### src/rtl/ex_io_pkg.sv
// Shared EX_IO link definitions: bit positions on the 5-wire header and controller state encodings.
// The game-board receiver imports this package as well.
package ex_io_pkg;
  localparam int EXIO_BURST     = 0;
  localparam int EXIO_SPEED_LSB = 1;
  localparam int EXIO_SPEED_W   = 3;
  localparam int EXIO_START     = 4;

  typedef enum logic {LINK_IDLE, LINK_RUN} link_state_t;
  typedef enum logic [1:0] {BT_IDLE, BT_HOLD, BT_GAP} burst_state_t;
endpackage

### src/rtl/ex_io_burst_timer.sv
// Burst pulse stretcher: HOLD_CYC cycles high, then HOLD_CYC cycles of enforced low gap.
// Requests are accepted only while idle and not cleared; others pulse o_drop one cycle later.
module ex_io_burst_timer
  import ex_io_pkg::*;
#(
  parameter int HOLD_CYC = 5_000
) (
  input  logic i_clk,
  input  logic i_rst,
  input  logic i_clr,
  input  logic i_req,
  output logic o_burst,
  output logic o_busy,
  output logic o_drop
);
  localparam int CW = (HOLD_CYC > 1) ? $clog2(HOLD_CYC) : 1;
  localparam logic [CW-1:0] CNT_LAST = CW'(HOLD_CYC - 1);

  burst_state_t  state_q, state_d;
  logic [CW-1:0] cnt_q, cnt_d;
  logic          burst_q, busy_q, drop_q, drop_d;

  always_comb begin
    state_d = state_q;
    cnt_d   = cnt_q;
    drop_d  = i_req && (i_clr || (state_q != BT_IDLE));
    case (state_q)
      BT_IDLE: begin
        if (i_req && !i_clr) begin
          state_d = BT_HOLD;
          cnt_d   = '0;
        end
      end
      BT_HOLD: begin
        if (cnt_q == CNT_LAST) begin
          state_d = BT_GAP;
          cnt_d   = '0;
        end else begin
          cnt_d = cnt_q + 1'b1;
        end
      end
      BT_GAP: begin
        if (cnt_q == CNT_LAST) begin
          state_d = BT_IDLE;
          cnt_d   = '0;
        end else begin
          cnt_d = cnt_q + 1'b1;
        end
      end
      default: begin
        state_d = BT_IDLE;
        cnt_d   = '0;
      end
    endcase
    // Clear truncates any hold or gap in progress
    if (i_clr) begin
      state_d = BT_IDLE;
      cnt_d   = '0;
    end
  end

  always_ff @(posedge i_clk) begin
    if (i_rst) begin
      state_q <= BT_IDLE;
      cnt_q   <= '0;
      burst_q <= 1'b0;
      busy_q  <= 1'b0;
      drop_q  <= 1'b0;
    end else begin
      state_q <= state_d;
      cnt_q   <= cnt_d;
      burst_q <= (state_d == BT_HOLD);
      busy_q  <= (state_d != BT_IDLE);
      drop_q  <= drop_d;
    end
  end

  assign o_burst = burst_q;
  assign o_busy  = busy_q;
  assign o_drop  = drop_q;
endmodule

### src/rtl/ex_io_link_tx.sv
// EX_IO link transmitter: turns player strobes into registered start/speed/burst link levels.
// Speed is the saturated tap count of the previous window, updated only on window wrap.
module ex_io_link_tx
  import ex_io_pkg::*;
#(
  parameter int WINDOW_CYC     = 25_000_000,
  parameter int BURST_HOLD_CYC = 5_000,
  parameter int SPEED_W        = 3
) (
  input  logic       i_clk,
  input  logic       i_rst,
  input  logic       i_start_req,
  input  logic       i_stop_req,
  input  logic       i_tap,
  input  logic       i_burst_req,
  output logic [4:0] o_ex_io,
  output logic       o_burst_busy,
  output logic       o_drop
);
  localparam int WW = (WINDOW_CYC > 1) ? $clog2(WINDOW_CYC) : 1;
  localparam logic [WW-1:0]      WIN_LAST = WW'(WINDOW_CYC - 1);
  localparam logic [SPEED_W-1:0] TAP_MAX  = '1;

  link_state_t        link_q, link_d;
  logic [WW-1:0]      win_q, win_d;
  logic [SPEED_W-1:0] tap_q, tap_d, tap_sum;
  logic [SPEED_W-1:0] speed_q, speed_d;
  logic               start_q;
  logic               bt_clr, bt_burst;

  always_comb begin
    link_d  = link_q;
    win_d   = win_q;
    tap_d   = tap_q;
    speed_d = speed_q;
    tap_sum = (i_tap && (tap_q != TAP_MAX)) ? tap_q + 1'b1 : tap_q;
    case (link_q)
      LINK_IDLE: begin
        win_d   = '0;
        tap_d   = '0;
        speed_d = '0;
        if (i_start_req && !i_stop_req) link_d = LINK_RUN;
      end
      LINK_RUN: begin
        if (i_stop_req) begin
          link_d  = LINK_IDLE;
          win_d   = '0;
          tap_d   = '0;
          speed_d = '0;
        end else if (win_q == WIN_LAST) begin
          // A tap on the wrap cycle still belongs to the closing window
          win_d   = '0;
          tap_d   = '0;
          speed_d = tap_sum;
        end else begin
          win_d = win_q + 1'b1;
          tap_d = tap_sum;
        end
      end
      default: link_d = LINK_IDLE;
    endcase
  end

  assign bt_clr = (link_q == LINK_IDLE) || i_stop_req;

  always_ff @(posedge i_clk) begin
    if (i_rst) begin
      link_q  <= LINK_IDLE;
      win_q   <= '0;
      tap_q   <= '0;
      speed_q <= '0;
      start_q <= 1'b0;
    end else begin
      link_q  <= link_d;
      win_q   <= win_d;
      tap_q   <= tap_d;
      speed_q <= speed_d;
      start_q <= (link_d == LINK_RUN);
    end
  end

  ex_io_burst_timer #(
    .HOLD_CYC(BURST_HOLD_CYC)
  ) u_burst (
    .i_clk  (i_clk),
    .i_rst  (i_rst),
    .i_clr  (bt_clr),
    .i_req  (i_burst_req),
    .o_burst(bt_burst),
    .o_busy (o_burst_busy),
    .o_drop (o_drop)
  );

  assign o_ex_io[EXIO_BURST]                          = bt_burst;
  assign o_ex_io[EXIO_SPEED_LSB +: EXIO_SPEED_W]      = speed_q;
  assign o_ex_io[EXIO_START]                          = start_q;
endmodule

### config.mk
export PLATFORM = sky130hd
export DESIGN_NAME = ex_io_link_tx
export DESIGN_NICKNAME = d
export VERILOG_FILES = /design/src/rtl/ex_io_pkg.sv /design/src/rtl/ex_io_burst_timer.sv /design/src/rtl/ex_io_link_tx.sv
export SDC_FILE = /design/constraint.sdc
export NUM_CORES = 1
export LEC_CHECK = 0
export CORE_MARGIN = 4
export CORE_UTILIZATION = 37
export DETAILED_ROUTE_END_ITERATION = 12
export GPL_TIMING_DRIVEN = 0
export PLACE_DENSITY = 0.58
export SYNTH_ARGS = -nofsm -noshare
export SYNTH_HDL_FRONTEND = slang
export SYNTH_SLANG_ARGS = --single-unit
### constraint.sdc
create_clock -name i_clk -period 3.34 [get_ports i_clk]
set_clock_uncertainty 0.2 [all_clocks]
set_input_delay 1.002 -clock i_clk [delete_from_list [all_inputs] [get_ports i_clk]]
set_output_delay 1.002 -clock i_clk [all_outputs]
set_load 0.02 [all_outputs]
==> out/results.txt, run 1 <==
Status -> finished clean
Clk_lat worst skew -> 310 ps
Synth Instances -> 273
Ys async rst share -> 0%
Max Freq -> 0.3573 GHz
WP buf/inv -> 2
Global-route wire length before repair -> 8.714 mm
Final Hold Fails -> 0
Cell family with most CP delay -> buffers and inverters
Die Ht -> 88.68 µm
Die ar. -> 7864 µm²
Unrepaired setup endpoints after global routing -> no
Max Slew Vio Count -> 0
Met2 WL -> 2.041 mm
RePlAce Congestion -> 0.7791
Total CTS buffers -> 5
Initial DRC count -> 82
Area leader, netlist -> dfxtp_1
Vias in the first global route -> 1,917
Antenna diodes -> 0
Startpoint types -> input port
Critical Path Sink Type -> register
Syn Area/Cell -> 8.823 µm²
Yosys cell types -> 45
Met3 routed WL -> 161 µm
1st-pass router iterations -> 4
Via count -> 1,952
Vias per cell -> 5.276
Worst Path Required -> 3340 ps
Largest cells by area after synthesis -> dfxtp_1 (42%), xnor2_1 (6.9%), a21oi_1 (4.8%)
Worst path arrival time -> 2800 ps
GRT Overall Usage -> 13.80%
CTS resizes -> 0
Most frequently used flop master after synthesis -> dfxtp_1
Post-CTS setup buffers -> 0
Hold Path Class -> reg -> reg
Initial cell density of the core -> 37.93%
Residual DRC -> 0
ANT nets after route -> 0
# rows -> 29
Tcrit/Tclk final -> 83.79%
Power Density -> 384.6 nW/µm²
Clock root cell -> clkbuf_8
Area of placed instances -> 2625 µm²
Max stage delay on crit path -> 610 ps
Routed WL -> 4.789 mm
Seq/Total Area, Yosys -> 41.56%
Layout cell share with drive strength beyond 1 -> 8.532%
Post-layout min period -> 2798 ps
Area grow syn2layout -> 13.51%
Slew at the pin closest to its max-slew limit -> 719.3 ps
Clock H-tree levels -> 2
# fillers -> 635
CTS clk-pin slew, worst paths -> 90 ps
Nets@finish -> 306
Crit Path Category -> in -> reg
CTS tree -> built
Routed WL per cell -> 12.94 µm
Final setup vio count -> 0
Clock buffer depth -> 2
Buffers on Ports -> 12
Die W -> 88.68 µm
Initial antenna violation count -> 0
Slew margin rel. -> 51.61%
Hold_buf cts -> 0
TNS Setup -> 0 ps
DR top layer -> met4
Clock sink total -> 50
Number of synthesized register bits -> 50
GRT overflow -> 0
Area of the core -> 6350 µm²
Worst vdd ir -> 0.3156 mV
Slowest cell on crit path -> a2111oi_0
Non-Filler Cell Area, Final -> 2734 µm²
Critical Path Fanout Max -> 10
HPWL after DPL -> 3.478 mm
Synth warn -> 0
M1 WL -> 2.516 mm
Number of enable flip-flop cells after synthesis -> 0
Post-Syn Area -> 2409 µm²
# IOs -> 13
Syn nets -> 287
Pin count of the biggest net entering global routing -> 16
Share of the synthesized area in the top cell type -> 41.56%
MaxCap Viol Count -> 0
Static Leak -> 0.8184 nW
Crit path cell chain -> clkdlybuf4s50_1, nand3b_1, clkbuf_1, a2111oi_0, xnor2_1, nor2_1
## logic make-up (layout without fill, tap and decap cells)
kind of cell,count (synthesis),count (layout),synth area share (%)
AO/OA/AOI/OAI,56,56,14.34
XOR/XNOR,21,21,7.637
adder cells (fa/ha/maj),8,8,4.156
buffers and inverters,22,42,4.623
flip-flops,50,50,41.56
multiplexers,3,3,1.299
AND/OR/NAND/NOR,113,113,26.39
## per-stage QoR
step	instances	hold WS [ps]	util, %	setup slack (ps)	total power, mW
after floorplan	273	217.5	-	943.4	0.6251
after global placement	362	236.2	41.34	221.9	0.6371
after detailed placement	362	243.9	41.34	225.7	0.6370
after CTS	370	257.7	43.05	566.0	1.067
after global routing	370	310.5	43.05	390.0	1.089
final	370	253.9	43.05	541.5	1.052
## layout make-up
cell class                 instances  area, µm²  share of cell area, %
tap                               77      96.34                  3.524
multi-input combinational        201       1296                  47.41
sequential                        50       1001                  36.61
timing repair buffer              12      120.1                  4.394
buffer                            11      70.07                  2.563
clock inverter                     3      40.04                  1.465
inverter                          11      41.29                  1.510
clock buffer                       5      68.82                  2.517
## final timing paths
kind	start	to	slack (ps)	cells after the start
worst max-delay path	i_stop_req	u_burst.cnt_q[11]	540	6
worst max register to register	win_q[10]	win_q[3]	980	6
worst min register to register	win_q[0]	win_q[0]	250	1
worst min-delay path	win_q[0]	win_q[0]	250	1
## sequential cells by signal (all words and copies together), names as in the netlist
signal / flops
tap_q: 3
u_burst.o_busy: 1
u_burst.o_drop: 1
u_burst.o_burst: 1
win_q: 25
speed_q: 3
u_burst.state_q: 2
start_q: 1
u_burst.cnt_q: 13
## report_power, final
| part | total [mW] | leakage [nW] | switching [mW] | internal (mW) |
|---|---|---|---|---|
| Clock | 0.429 | 0.0579 | 0.208 | 0.221 |
| Combinational | 0.0244 | 0.358 | 0.0117 | 0.0128 |
| Sequential | 0.598 | 0.403 | 0.00109 | 0.597 |
| Total | 1.05 | 0.818 | 0.221 | 0.831 |
## Yosys cell counts (all sizes together) (2+ instances only)
cell	number
dfxtp	50
nor2	27
a21oi	23
xnor2	19
nand2	16
nand3	12
inv	11
o21ai	11
or3	11
or4	10
ha	8
nor3	8
buf	7
nand4	7
o31ai	6
a211oi	4
clkbuf	4
nor2b	4
nor4	4
and4	3
a2111oi	2
a211o	2
a21o	2
mux2i	2
nand3b	2
or2	2
xor2	2
## cells in the final DEF, fill, tap and decap left out, drive strengths merged, types with 6 or more instances in the layout
master | Yosys | layout
dfxtp | 50 | 50
nor2 | 27 | 27
a21oi | 23 | 23
xnor2 | 19 | 19
nand2 | 16 | 16
nand3 | 12 | 12
clkdlybuf4s50 | 0 | 12
inv | 11 | 11
o21ai | 11 | 11
or3 | 11 | 11
or4 | 10 | 10
clkbuf | 4 | 9
nor3 | 8 | 8
ha | 8 | 8
nand4 | 7 | 7
buf | 7 | 7
o31ai | 6 | 6
## layer usage
| metal | vias up | global-route usage (%) |
|---|---|---|
| li1 | 1020 | - |
| met1 | 906 | 18.32 |
| met2 | 20 | 21.86 |
| met3 | 6 | 3.166 |
| met4 | 0 | 4.945 |
| met5 | - | 0 |
## worst register-to-register path, stage by stage (launching register included)
cell and delay, ps:
dfxtp_1 340, or4_4 540, nor4_1 510, a21o_1 190, buf_2 200, buf_4 210
nor2_1 60
No activity file was read; power rests on OpenSTA's default activity.
==> run 2: changes to the inputs <==
==> constraint.sdc (replaced) <==
create_clock -name i_clk -period 2.77 [get_ports i_clk]
set_clock_uncertainty 0.2 [all_clocks]
set_input_delay 0.831 -clock i_clk [delete_from_list [all_inputs] [get_ports i_clk]]
set_output_delay 0.831 -clock i_clk [all_outputs]
set_load 0.02 [all_outputs]
==> run 2 against run 1 <==
Total power up 20%. Register-to-register slack worse by 570 ps. Critical path depth unchanged. Core utilization about the same. Design area about the same. Sequential power up 21%. Combinational power up 20%. Worst hold slack about the same. Die area unchanged. Via count down 0.10%.
==> out/results.txt, run 2 (synthesis results as in run 1) <==
Status -> finished clean
CTS resizes -> 0
Non-Filler Instances -> 370
Total CTS buffers -> 5
Flop2flop setup slack -> 410 ps
Unrepaired setup endpoints after global routing -> no
RR Startpoint -> win_q[10]
Antenna diodes -> 0
Die ar. -> 7864 µm²
Initial antenna violation count -> 0
Slowest cell on crit path -> a2111oi_1
Global-route met3 utilization -> 3.166%
Residual DRC -> 0
Clock buffer depth -> 2
Reg2Reg Depth -> 6
Worst path arrival time -> 2560 ps
Most common cell after layout, fill and taps aside -> dfxtp_1
Gate power share -> 2.3%
Final Hold Fails -> 0
Hold endpoint -> win_q[0]
Sequential share of power -> 57.0%
Buffers on Ports -> 12
Crit path cell chain -> clkdlybuf4s50_1, nand3b_1, clkbuf_1, a2111oi_1, xnor2_1, nor2_1
Slew margin rel. -> 51.64%
Clk_lat worst skew -> 310 ps
# IOs -> 13
Area of the multi-input gates -> 1297 µm²
Post-CTS setup buffers -> 0
1st-pass router iterations -> 4
Clock root cell -> clkbuf_8
CTS clk-pin slew, worst paths -> 90 ps
Global-route wire length before repair -> 8.714 mm
Min-delay src -> win_q[0]
Critical Path Fanout Max -> 10
HPWL after DPL -> 3.478 mm
Static Leak -> 0.8184 nW
# fillers -> 634
Met1 Track Usage GR -> 18.32%
Initial cell density of the core -> 37.93%
Nets@finish -> 306
Clk network pwr share -> 40.7%
Hold_buf cts -> 0
Die W -> 88.68 µm
Worst vdd ir -> 0.3821 mV
Placed cell count -> 362
GRT overflow -> 0
Area grow syn2layout -> 13.56%
Crit Path Category -> in -> reg
TNS Setup -> 0 ps
Commonest cells after routing, fill and taps aside -> dfxtp_1 (50), nor2_1 (27), a21oi_1 (23)
# rows -> 29
Worst Path Required -> 2770 ps
MaxCap Viol Count -> 0
Startpoint types -> input port
Global-route track usage on met2 -> 21.86%
ANT nets after route -> 0
Critical Path Sink Type -> register
GRT Max-Usage Layer -> met2
Max Slew Vio Count -> 0
Vias per cell -> 5.270
Tcrit/Tclk final -> 92.47%
Slew at the pin closest to its max-slew limit -> 718.8 ps
GRT Overall Usage -> 13.80%
Cell-internal power -> 1.002 mW
Final Util -> 43.07%
CTS tree -> built
Area of the core -> 6350 µm²
Final setup vio count -> 0
Net Sw Frac -> 20.91%
Clock H-tree levels -> 2
R2r endpoint -> win_q[3]
Max Freq -> 0.3904 GHz
Clock sink total -> 50
Vias in the first global route -> 1,917
Post-layout min period -> 2561 ps
Routed WL -> 4.774 mm
Pin count of the biggest net entering global routing -> 16
Power Density -> 463.1 nW/µm²
FF+latch area -> 1001 µm²
Via count -> 1,950
Layout cell share with drive strength beyond 1 -> 8.532%
Regs by FF count -> win_q x25, u_burst.cnt_q x13
Initial DRC count -> 95
Switch Pwr -> 0.2649 mW
Reg with most FFs -> win_q
Largest register FFs -> 25
Hold Path Class -> reg -> reg
Hold Path Stages -> 1
Die Ht -> 88.68 µm
RePlAce Congestion -> 0.7791
Max stage delay on crit path -> 550 ps
Routed WL per cell -> 12.90 µm
run 2: cell types whose count changed in the layout (fill, tap and decap cells not counted):
| cell | change |
|---|---|
| a2111oi_0 | -1 |
| a2111oi_1 | +1 |
run 2: area by class of cell:
class	count	share of cell area, %
buffer	11	2.562
timing repair buffer	12	4.392
tap	77	3.522
sequential	50	36.60
clock buffer	5	2.516
inverter	11	1.510
multi-input combinational	201	47.44
clock inverter	3	1.464
run 2: power by group through the flow:
stage / registers (mW) / clock network, mW / logic (mW)
after floorplan: 0.739 / 0 / 0.0144
after global placement: 0.738 / 0 / 0.0298
after detailed placement: 0.738 / 0 / 0.0297
after CTS: 0.722 / 0.535 / 0.0299
after global routing: 0.722 / 0.558 / 0.0323
final: 0.721 / 0.516 / 0.0294
run 2: layer usage:
metal	wire length (µm)	part of all wire [%]	vias up
met5	0	0	-
met4	70	1.5	0
met3	166	3.5	6
met2	2071	43	22
met1	2466	52	902
li1	-	-	1020
run 2: metrics by stage:
stage          instance area (µm²)  total power, mW  setup slack [ps]  hold WS [ps]
5_1_grt                       2735            1.313             26.62         310.5
3_3_place_gp                  2625           0.7682            -177.1         236.2
3_5_place_dp                  2625           0.7681            -173.3         243.9
4_1_cts                       2734            1.287             167.0         257.7
2_1_floorplan                 2409           0.7537             544.4         217.5
6_report                      2735            1.267             208.6         253.9
run 2: critical path: cells and delay by family:
family / cells / cell delay (ps)
AO/OA/AOI/OAI: 1 / 550
XOR/XNOR: 1 / 170
buffers and inverters: 2 / 710
AND/OR/NAND/NOR: 2 / 310
run 2: worst max-delay path by stage:
stage	start	to	slack [ps]	depth (start not counted)
2_1_floorplan	i_stop_req	u_burst.cnt_q[11]	540	5
3_3_place_gp	i_stop_req	u_burst.cnt_q[11]	-180	6
3_5_place_dp	i_stop_req	u_burst.cnt_q[11]	-170	6
4_1_cts	i_stop_req	u_burst.cnt_q[11]	170	6
5_1_grt	i_stop_req	u_burst.cnt_q[11]	30	6
6_report	i_stop_req	u_burst.cnt_q[11]	210	6
==> run 3: changes to the inputs <==
--- a/config.mk
+++ b/config.mk
@@ -5,11 +5,13 @@
 export SDC_FILE = /design/constraint.sdc
 export NUM_CORES = 1
 export LEC_CHECK = 0
+export ABC_CLOCK_PERIOD_IN_PS = 2770
 export CORE_MARGIN = 4
 export CORE_UTILIZATION = 37
 export DETAILED_ROUTE_END_ITERATION = 12
 export GPL_TIMING_DRIVEN = 0
 export PLACE_DENSITY = 0.58
+export REMOVE_ABC_BUFFERS = 1
 export SYNTH_ARGS = -nofsm -noshare
 export SYNTH_HDL_FRONTEND = slang
 export SYNTH_SLANG_ARGS = --single-unit
==> run 3 against run 2 <==
Clock-buffer cell count up 2. Design area fell by 2.3%. Total power is 6.8% lower. Global-route usage decreased by 1.1 points. Sequential share of layout area up 0.86 points. Critical path type unchanged. Critical endpoint is now u_burst.cnt_q[8]. Largest cell class unchanged. Highest routed layer unchanged.
==> out/results.txt, run 3 (synthesis results as in run 1) <==
Status -> finished clean
Area of the core -> 6350 µm²
Worst path arrival time -> 2480 ps
Final setup vio count -> 0
Static Leak -> 0.7844 nW
WP buf/inv -> 2
Slew margin rel. -> 55.89%
Pin count of the biggest net entering global routing -> 28
RePlAce Congestion -> 0.7259
# rows -> 29
HPWL after DPL -> 3.103 mm
Clock H-tree levels -> 2
Initial DRC count -> 38
CTS tree -> built
Global-route wire length before repair -> 7.976 mm
ANT nets after route -> 0
Area grow syn2layout -> 10.96%
Worst Path Required -> 2810 ps
# IOs -> 13
Hold Path Class -> reg -> reg
Crit Path Category -> in -> reg
Post-layout min period -> 2444 ps
Max stage delay on crit path -> 430 ps
Routed WL -> 4.425 mm
Largest register FFs -> 25
Cell family with most CP delay -> buffers and inverters
Worst Slack Setup Final -> 325.5 ps
CTS clk-pin slew, worst paths -> 90 ps
Crit path cell chain -> clkdlybuf4s50_1, nand3b_1, buf_4, a211o_1, or3_1, a21oi_1
Final Util -> 42.09%
Slowest cell on crit path -> clkdlybuf4s50_1
Routed WL per cell -> 12.22 µm
Worst vdd ir -> 0.2474 mV
Die ar. -> 7864 µm²
Dpl ws -> -222.5 ps
# fillers -> 642
Power Density -> 441.9 nW/µm²
Clk_lat worst skew -> 300 ps
GRT overflow -> 0
Initial cell density of the core -> 37.93%
Hold_buf cts -> 0
Commonest cells after routing, fill and taps aside -> dfxtp_1 (50), nor2_1 (27), a21oi_1 (23)
Die W -> 88.68 µm
Regs by FF count -> win_q x25, u_burst.cnt_q x13
Most common cell after layout, fill and taps aside -> dfxtp_1
Critical Path Fanout Max -> 11
Critical Path Sink Type -> register
Initial antenna violation count -> 0
Max Slew Vio Count -> 0
Worst Hold Margin -> 258.3 ps
Tcrit/Tclk final -> 88.25%
Vias in the first global route -> 1,825
Die Ht -> 88.68 µm
Nets@finish -> 298
Clock sink total -> 50
MaxCap Viol Count -> 0
Startpoint types -> input port
Layout cell share with drive strength beyond 1 -> 7.018%
Buffers on Ports -> 12
Reg with most FFs -> win_q
Clock buffer depth -> 2
Max Freq -> 0.4091 GHz
Vias per cell -> 5.320
Unrepaired setup endpoints after global routing -> no
Slew at the pin closest to its max-slew limit -> 655.6 ps
GRT Overall Usage -> 12.72%
Final Hold Fails -> 0
Antenna diodes -> 0
Clock root cell -> clkbuf_8
Residual DRC -> 0
1st-pass router iterations -> 4
Total CTS buffers -> 5
Via count -> 1,926
==> run 3: per-stage QoR <==
step / total power, mW / instances / area (µm²) / setup TNS, ps
3_5_place_dp: 0.7656 / 351 / 2555 / -3865
6_report: 1.181 / 362 / 2673 / 0
2_1_floorplan: 0.7514 / 262 / 2338 / 0
5_1_grt: 1.229 / 362 / 2673 / 0
3_3_place_gp: 0.7656 / 351 / 2555 / -4142
4_1_cts: 1.207 / 359 / 2646 / 0
==> run 3: worst paths after layout <==
path / start / to / slack (ps) / cells after the start
worst min register to register: win_q[0] / win_q[0] / 260 / 1
worst min-delay path: win_q[0] / win_q[0] / 260 / 1
worst max-delay path: i_stop_req / u_burst.cnt_q[8] / 330 / 6
worst max register to register: win_q[8] / win_q[12] / 460 / 4
==> run 3: metal layers <==
metal	track usage, %	vias up	part of all wire, %
met4	5.357	0	1.8
met1	16.23	890	51
met2	20.38	23	44
li1	-	1007	-
met3	3.166	6	3.5
met5	0	-	0
==> run 3: area by class of cell <==
type	instances	area, µm²	share of cell area [%]
inverters	11	41.29	1.545
clock buffers	7	86.33	3.230
repair buffers	15	142.6	5.337
well taps	77	96.34	3.605
multi-input cells	201	1300	48.64
clock inverters	1	5.005	0.1873
flip-flops and latches	50	1001	37.45
==> run 3: timing repair <==
| item | 4_1_cts | 5_1_grt |
|---|---|---|
| buffers inserted | 0 | 3 |
| endpoints found under the setup margin | 0 | 17 |
| hold endpoints to repair | 0 | 0 |
| gates resized for setup | 0 | 3 |
==> run 3: worst reg2reg max path: stages, from the launching register on <==
cell,delay (ps)
dfxtp_1,350
or4_4,530
nor4_1,450
a21o_2,550
nor2_1,110
==> run 3: power breakdown <==
part / internal, mW / switching, mW
combinational: 0.0145 / 0.0136
sequential: 0.720 / 0.00141
clock: 0.202 / 0.229
